==> config.mk <==
export PLATFORM = sky130hd
export DESIGN_NAME = sst_stream_ctrl
export DESIGN_NICKNAME = d
export VERILOG_FILES = /design/src/rtl/sst_stream_ctrl.sv
export SDC_FILE = /design/constraint.sdc
export NUM_CORES = 1
export LEC_CHECK = 0
export BUFFER_PORTS_ARGS = -buffer_cell sky130_fd_sc_hd__buf_2
export CAP_MARGIN = 20
export CORE_MARGIN = 3
export CORE_UTILIZATION = 50
export CTS_BUF_LIST = sky130_fd_sc_hd__clkbuf_16
export DETAILED_ROUTE_END_ITERATION = 6
export GPL_TIMING_DRIVEN = 0
export PLACE_DENSITY = 0.9
export SLEW_MARGIN = 20
export SYNTH_ARGS = -nofsm -noshare
export SYNTH_HDL_FRONTEND = slang
export SYNTH_SLANG_ARGS = --single-unit
export TNS_END_PERCENT = 100
==> constraint.sdc <==
create_clock -name clk -period 4.18 [get_ports clk]
set_input_delay 0.209 -clock clk [delete_from_list [all_inputs] [get_ports clk]]
set_output_delay 0.209 -clock clk [all_outputs]
set_load 0.05 [all_outputs]
==> src/rtl/sst_stream_ctrl.sv <==
// -----------------------------------------------------------------------------
// sst_stream_ctrl
//
// Save-state initiator for one mapper slot. It drives the master side of the
// mapper save-state register bus. A save sweep reads registers 0..LAST_ADDR
// and streams each byte to the host. A load sweep takes host bytes and writes
// them back to the same addresses.
//
// Parameters
//   LAST_ADDR  final register address of a sweep (sweep covers 0..LAST_ADDR)
//   SETTLE     clocks sst_addr is held before sst_di is captured (1..15)
//   IDX_ADDR   address of the mapper index byte (optional feature only)
//
// Ports
//   clk, rst_n                   clock, asynchronous active-low reset
//   save_req, load_req, abort    sweep control (requests sampled in IDLE only)
//   busy, done, err              status: not idle / sweep-complete pulse /
//                                sticky index-mismatch flag
//   tx_data, tx_valid, tx_ready  save byte stream to the host
//   rx_data, rx_valid, rx_ready  load byte stream from the host
//   sst_act, sst_addr,           save-state register bus (master side)
//   sst_we_reg, sst_dato, sst_di
//   map_idx                      index of the currently active mapper
//
// Optional feature (macro SST_IDX_CHECK_EN): during a load the byte for
// IDX_ADDR is compared with map_idx instead of being written; a mismatch sets
// err. Without the macro err is tied low and IDX_ADDR is an ordinary address.
// -----------------------------------------------------------------------------
module sst_stream_ctrl #(
    parameter logic [7:0]  LAST_ADDR = 8'd127,
    parameter int unsigned SETTLE    = 1,
    parameter logic [7:0]  IDX_ADDR  = 8'd127
) (
    input  logic       clk,
    input  logic       rst_n,
    input  logic       save_req,
    input  logic       load_req,
    input  logic       abort,
    output logic       busy,
    output logic       done,
    output logic       err,
    output logic [7:0] tx_data,
    output logic       tx_valid,
    input  logic       tx_ready,
    input  logic [7:0] rx_data,
    input  logic       rx_valid,
    output logic       rx_ready,
    output logic       sst_act,
    output logic [7:0] sst_addr,
    output logic       sst_we_reg,
    output logic [7:0] sst_dato,
    input  logic [7:0] sst_di,
    input  logic [7:0] map_idx
);

    localparam logic [3:0] SETTLE_LOAD = 4'(SETTLE);

    typedef enum logic [2:0] {
        IDLE,
        S_SET,
        S_SEND,
        L_RECV,
        L_WR,
        FIN
    } state_t;

    state_t     state;
    state_t     state_nxt;
    logic [3:0] settle_cnt;
    logic       at_last;
    logic       settle_end;
    logic       idx_hit;

    // End of sweep is found by compare, so LAST_ADDR = 255 never relies on
    // the address counter overflowing.
    assign at_last    = (sst_addr == LAST_ADDR);
    // The counter is reloaded with SETTLE and the byte is captured in the
    // clock it steps from 1 to 0.
    assign settle_end = (settle_cnt == 4'd1);

`ifdef SST_IDX_CHECK_EN
    assign idx_hit = (sst_addr == IDX_ADDR);
`else
    assign idx_hit = 1'b0;
`endif

    // ---------------------------------------------------------------- state
    // NOTE: registers are updated with non-blocking assignments so that every
    // flop samples the values from before the edge, whatever the block order.
    always_ff @(posedge clk or negedge rst_n) begin
        if (!rst_n) begin
            state <= IDLE;
        end else begin
            state <= state_nxt;
        end
    end

    // ----------------------------------------------------------- next state
    // NOTE: the default assignment at the top keeps this block free of
    // inferred latches when a branch does not assign state_nxt.
    always_comb begin
        state_nxt = state;
        if (state != IDLE && abort) begin
            state_nxt = IDLE;
        end else begin
            unique case (state)
                IDLE: begin
                    if (save_req) begin
                        state_nxt = S_SET;
                    end else if (load_req) begin
                        state_nxt = L_RECV;
                    end
                end
                S_SET:  if (settle_end) state_nxt = S_SEND;
                S_SEND: if (tx_ready)   state_nxt = at_last ? FIN : S_SET;
                L_RECV: if (rx_valid)   state_nxt = L_WR;
                L_WR:   state_nxt = at_last ? FIN : L_RECV;
                FIN:    state_nxt = IDLE;
                default: state_nxt = IDLE;
            endcase
        end
    end

    // -------------------------------------------------------------- outputs
    always_comb begin
        busy       = (state != IDLE);
        done       = (state == FIN);
        tx_valid   = (state == S_SEND);
        rx_ready   = (state == L_RECV);
        // The bus is released in the FIN clock, together with done.
        sst_act    = (state != IDLE) && (state != FIN);
        // The index byte is checked instead of written when the check is on.
        sst_we_reg = (state == L_WR) && !idx_hit;
    end

    // ------------------------------------------------------------- datapath
    // Whenever the FSM heads for IDLE (sweep end, abort) the bus and stream
    // registers return to zero, so IDLE always looks like reset.
    always_ff @(posedge clk or negedge rst_n) begin
        if (!rst_n) begin
            sst_addr   <= 8'd0;
            sst_dato   <= 8'd0;
            tx_data    <= 8'd0;
            settle_cnt <= 4'd0;
        end else if (state_nxt == IDLE) begin
            sst_addr   <= 8'd0;
            sst_dato   <= 8'd0;
            tx_data    <= 8'd0;
            settle_cnt <= 4'd0;
        end else begin
            unique case (state)
                IDLE: begin
                    sst_addr   <= 8'd0;
                    settle_cnt <= SETTLE_LOAD;
                end
                S_SET: begin
                    settle_cnt <= settle_cnt - 4'd1;
                    if (settle_end) begin
                        tx_data <= sst_di;
                    end
                end
                S_SEND: begin
                    // tx_data is not touched here, so it stays stable while
                    // the host holds tx_ready low.
                    if (tx_ready && !at_last) begin
                        sst_addr   <= sst_addr + 8'd1;
                        settle_cnt <= SETTLE_LOAD;
                    end
                end
                L_RECV: begin
                    if (rx_valid) begin
                        sst_dato <= rx_data;
                    end
                end
                L_WR: begin
                    if (!at_last) begin
                        sst_addr <= sst_addr + 8'd1;
                    end
                end
                default: ;
            endcase
        end
    end

    // --------------------------------------------------------- index check
`ifdef SST_IDX_CHECK_EN
    always_ff @(posedge clk or negedge rst_n) begin
        if (!rst_n) begin
            err <= 1'b0;
        end else if (state == IDLE && (save_req || load_req)) begin
            err <= 1'b0;
        end else if (state == L_WR && idx_hit && sst_dato != map_idx) begin
            err <= 1'b1;
        end
    end
`else
    assign err = 1'b0;

    logic unused_idx;
    assign unused_idx = ^{map_idx, IDX_ADDR};
`endif

endmodule

# [Yosys cells after proc, flatten, opt, wreduce, memory -nomap -nowiden]
# Index checks and enable logic that the tools add are counted.
[totals] reg_bits=31 in_bits=31 out_inout_bits=31 wordCells=56
[op_classes] n_addsub=2 eq_ne=10 muxes=22 reduce_logical=17
[op_table] cell="two-way mux 8 bit" n=9
[op_table] cell="two-way mux 3 bit" n=8
[op_table] cell="case mux 8 bit (3 select lines)" n=1
[op_table] cell="case mux 3 bit (5 select lines)" n=1
[op_table] cell="case mux 4 bit (3 select lines)" n=1
[op_table] cell="adder 8 x 1 -> 8 bit, second input constant" n=1
[op_table] cell="equality test 8 x 7 -> 1 bit, second input constant" n=1
[op_table] cell="two-way mux 4 bit" n=2
[op_table] cell="nonzero test 2 bit" n=4
[op_table] cell="nonzero test 4 bit" n=2
[op_table] cell="equality test 3 x 2 -> 1 bit, second input constant" n=2
[op_table] cell="equality test 3 bit, second input constant" n=2
[op_table] cell="logical NOT 3 bit" n=2
[op_table] cell="AND reduction 2 bit" n=3
[op_table] cell="equality test 4 x 1 -> 1 bit, second input constant" n=1
[op_table] cell="subtractor 4 x 1 -> 4 bit, second input constant" n=1
[op_table] cell="equality test 3 x 1 -> 1 bit, second input constant" n=1
[op_table] cell="logical AND 1 bit" n=3
[op_table] cell="inequality test 3 x 1 -> 1 bit, second input constant" n=1
[op_table] cell="inequality test 3 x 2 -> 1 bit, second input constant" n=1
[op_table] cell="inequality test 3 bit, second input constant" n=1
[op_table] cell="AND reduction 3 bit" n=1
[op_table] cell="nonzero test 3 bit" n=1
[op_table] cell="logical NOT 1 bit" n=1

# [Logic depth before layout (Yosys ltp)]
[depth] word_depth=8 mapped_depth=9 ltp_nobuf=7

# [Least setup slack after synthesis]
# OpenSTA, ideal clock, no wires.
[synth_timing] kind="reg2out" from="register state[2]" to="output port sst_act" arrival_time_ns=2.398 t_required_ns=3.971 setup_slack_ns=1.573 stages_incl_launch_ff=5 n_path_buf=1 cell_sequence="dfrtp_1 > buf_4 > inv_1 > nor3b_1 > a21oi_1"
[synth_between] elab_chain_cells=2 word_cells_on_any_way=3 classes_between="eq/ne: 1; reduce/logical: 2"
[synth_lines] item="from (decl)" line_no="67" rtl="state_t state;"
[synth_lines] item="from (signal assigned)" line_no="94" rtl="state <= state_nxt;"
[synth_lines] item="inequality test 3 bit / nonzero test 3 bit (equally long branches)" line_no="131" rtl="sst_act = (state != IDLE) && (state != FIN);"
[synth_lines] item="logical AND 1 bit *" line_no="131"
[synth_lines] item="to (decl)" line_no="48" rtl="output logic sst_act,"
# Every way passes the cells marked *; elsewhere a longest branch is shown, timed or not.

# [Final worst setup path]
[layout_timing] from="register settle_cnt[1]" to="register sst_addr[0]"
[layout_between] elab_chain_cells=7 word_cells_on_any_way=10 classes_between="eq/ne: 3; mux: 4; reduce/logical: 3"
[layout_lines] item="from (decl)" line_no="69" rtl="logic [3:0] settle_cnt;"
[layout_lines] item="from (signal assigned)" line_no="157" rtl="settle_cnt <= settle_cnt - 4'd1;"
[layout_lines] item="equality test 4 x 1 -> 1 bit *" line_no="79" rtl="assign settle_end = (settle_cnt == 4'd1);"
[layout_lines] item="two-way mux 3 bit *" line_no="114" rtl="S_SET: if (settle_end) state_nxt = S_SEND;"
[layout_lines] item="case mux 3 bit (5 select lines) *" line_no="106" rtl="unique case (state)"
[layout_lines] item="two-way mux 3 bit *" line_no="103" rtl="if (state != IDLE && abort) begin"
[layout_lines] item="logical NOT 3 bit *" line_no="145" rtl="end else if (state_nxt == IDLE) begin"
[layout_lines] item="inequality test 3 x 2 -> 1 bit (no line), or another cell as far along"
[layout_lines] item="AND reduction 3 bit (no line)"
[layout_lines] item="to (signal assigned)" line_no="166" rtl="sst_addr <= sst_addr + 8'd1;"
[layout_lines] item="to (signal assigned)" line_no="177" rtl="sst_addr <= sst_addr + 8'd1;"
[layout_lines] item="to (decl)" line_no="49" rtl="output logic [7:0] sst_addr,"
# Marked as above.
# A chain may end at the register's enable or synchronous reset.

==> impl_metrics.csv <==
group,metric,value,unit
logic_synthesis,synth_seq_area_share,0.4410,
logic_synthesis,synth_fp_nets,211,
worst_setup_path,crit_chain,"inv_1 > ha_1 > nor3b_1 > o211ai_1 > o41ai_4 > buf_6 > nor2_2",
finish,diodes,0,
grt,grt_pass1_vias,1458,
route,routedWlPerCell,13.60,um
worst_setup_path,critPathLaunchType,"flop",
logic_synthesis,synthesis.area,1759,sq um
floorplan,start_util,0.5492,
logic_synthesis,synthCells,177,
power,power_density,716.2,nW/um^2
timing,worst_pin_slew,0.6575,ns
logic_synthesis,ys.flop_type,"dfrtp_1",
cts,postCtsSetupRepairBufs,0,
grt,grt_use_met2,0.3338,
worst_setup_path,r2r_end,"sst_addr[0]",
route,drtIter0Drc,38,
logic_synthesis,synth_top_area_frac,0.4410,
grt,grt_busiest_layer,"met2",
worst_setup_path,reg2regPathDepth,7,
placement,place_hpwl,2725,um
cts,cts_resized,0,
timing,fin_crit_sh,0.5299,
grt,grt_use_total,0.2001,
grt,grt_max_degree,32,
timing,tns,0,ns
logic_synthesis,ys_ff_latch,31,
grt,grt_pass1_wl,6534,um
timing,hold_viol,0,
logic_synthesis,synthDistinctLibCells,41,
timing,skew,0.002352,ns
run,maxCapViolations,0,
logic_synthesis,synth_largest_area_cell,"dfrtp_1",
finish,area_delta_synth_final,26.24,%
timing,slew_headroom,0.5616,
floorplan,io-pin-count,62,
cts,cts_root_buf,"clkbuf_16",
worst_setup_path,cp_slowest_stage_delay,0.54,ns
worst_setup_path,cp_data_required_time,4.34,ns
cts,cts.sinks,31,
hold_path,hp-class,"primary input to flop",
cts,clock_path_buffers,2,
cts,clkTransAtPathRegs,0.05,ns
route,wirelength,3836,um
logic_synthesis,synth_edf_count,0,
logic_synthesis,synthArstFlopShare,1.000,
timing,setup_violations,0,
placement,gp_congestion,0.8656,
placement,port_buffers,52,
route,vias_per_cell,5.316,
grt,grt_antenna_before_repair,0,
finish,nets,271,
placement,dp_slack,1.955,ns
worst_setup_path,crit_buf_inv,2,
logic_synthesis,ys_top_cells_by_count,"31 x dfrtp_1, 27 x nand2_1, 11 x nor2_1, 11 x nor2_2, 10 x a21oi_2",
worst_setup_path,cpLargestDelayFamily,"compound AO/OA/AOI/OAI gates",
worst_setup_path,critPathArrivalTime,2.37,ns
finish,drive_above_1_share,0.3908,
timing,rsz0062_at_grt,"no",
route,final_antenna_net_count,0,
hold_path,whs_endpoint,"sst_dato[7]",
cts,cts_hold_buf,1,
logic_synthesis,yosysWarnings,0,
worst_setup_path,ff2ff_setup_slack,1.97,ns
logic_synthesis,synth_area_leaders,"dfrtp_1 44%, nand2_1 5.8%, mux2i_1 5.1%",
outcome,status,"finished clean",
power,p_leak,1.151,nW
floorplan,core_area,3203,sq um
worst_setup_path,endpoint_kind,"flop",
grt,met3_usage,0.04615,
timing,period_needed,2.215,ns
route,vias,1499,
worst_setup_path,path_max_fanout,10,
timing,fmax,0.4515,GHz
worst_setup_path,path_class,"flop to flop",
cts,insertion_delay,0.27,ns
cts,cts_tree,"yes",
grt,grt_overflow,0,
cts,htreeDepth,2,
hold_path,holdPathStages,3,
floorplan,die_area,4266,sq um
cts,cts_inserted_buffers,5,
logic_synthesis,synth_area_per_cell,9.939,sq um
floorplan,die_h,65.32,um
floorplan,dieWidth,65.32,um
grt,grt_use_met1,0.2475,
worst_setup_path,rr_startpoint,"settle_cnt[1]",
timing,report.final.slew_viol_count,0,
floorplan,rows,20,
worst_setup_path,slowest_stage,"o41ai_4",
route,drt_first_pass_iters,4,
power,peakVddDrop,501.1,uV
logic_synthesis,yosysMostFrequentCell,"dfrtp_1",
route,drc,0,
timing,finalWorstSetupSlack,1.965,ns
hold_path,hold_path_startpoint,"rx_data[7]",
finish,final_util,0.6934,
## layout make-up
cell class	count	area [sq um]
tap	44	55.05
inverter	5	18.77
buffer	8	80.08
multi-input combinational	133	884.6
fill	299	982.2
clock inverter	3	11.26
clock buffer	5	125.1
timing repair buffer	53	270.3
sequential	31	775.7
## worst reg2reg max path: cells and delay by family, from the launching register on
kind | cells | cell delay (ns)
AOI/OAI and AO/OA | 2 | 0.78
adders and majority gates | 1 | 0.15
buffers and inverters | 2 | 0.35
DFF | 1 | 0.38
and+or+nand+nor | 2 | 0.46
## power breakdown
| group | switching [W] | leakage (nW) | total (W) | internal, W |
|---|---|---|---|---|
| combinational | 0.000571 | 0.656 | 0.000853 | 0.000283 |
| clock | 0.000113 | 0.0701 | 0.000326 | 0.000213 |
| sequential | 0.0000468 | 0.425 | 0.000411 | 0.000364 |
| total | 0.000731 | 1.15 | 0.00159 | 0.000860 |
## sequential cells by signal, summed over array words and instances, names as in the netlist
| register | cells |
|---|---|
| settle_cnt | 4 |
| sst_dato | 8 |
| tx_data | 8 |
| sst_addr | 8 |
| state | 3 |
## how the worst max path moves through the flow
stage,startpoint,to,cells after the start
floorplan,state[2],sst_act,4
global placement,settle_cnt[1],sst_dato[0],7
detailed placement,settle_cnt[1],sst_addr[0],7
CTS,settle_cnt[1],sst_addr[0],7
global route,settle_cnt[1],tx_data[2],7
finish,settle_cnt[1],sst_addr[0],7
## through the flow
stage / instance area (sq um) / power [W] / hold slack, ns / cells
2_1_floorplan: 1759 / 0.001089 / -0.08659 / 177
3_5_place_dp: 2074 / 0.001263 / 0.2877 / 273
6_report: 2221 / 0.001591 / 0.1774 / 282
4_1_cts: 2221 / 0.001609 / 0.1731 / 282
5_1_grt: 2221 / 0.001697 / 0.1825 / 282
3_3_place_gp: 2074 / 0.001244 / 0.2953 / 273
## cells in the final DEF, fill, tap and decap left out, types with 5 or more instances in the layout
cell type	synthesis	final
nor3_1	7	7
inv_1	5	6
a21oi_2	10	10
o21ai_0	7	7
nor2_2	11	11
nand2_1	27	27
clkbuf_16	0	5
dfrtp_1	31	31
xor2_1	5	5
mux2i_1	9	9
buf_2	0	52
a21oi_1	6	6
nor2_1	11	11
## layer usage
metal | vias to the layer above | wire length (um)
met4 | 0 | 85
met2 | 54 | 1876
met3 | 11 | 268
met5 | - | 0
met1 | 699 | 1606
li1 | 735 | -
## cells by family after synthesis
group           Yosys count  share of synthesized area
buf+inv                  13                    0.05619
fa+ha+maj                 3                    0.02134
xor+xnor                  5                    0.02489
mux                       9                    0.05121
other cells               1                   0.002132
flops                    31                     0.4410
simple gates             76                     0.2269
compound gates           39                     0.1764
Note: power is estimated with default switching activity, not from simulation.
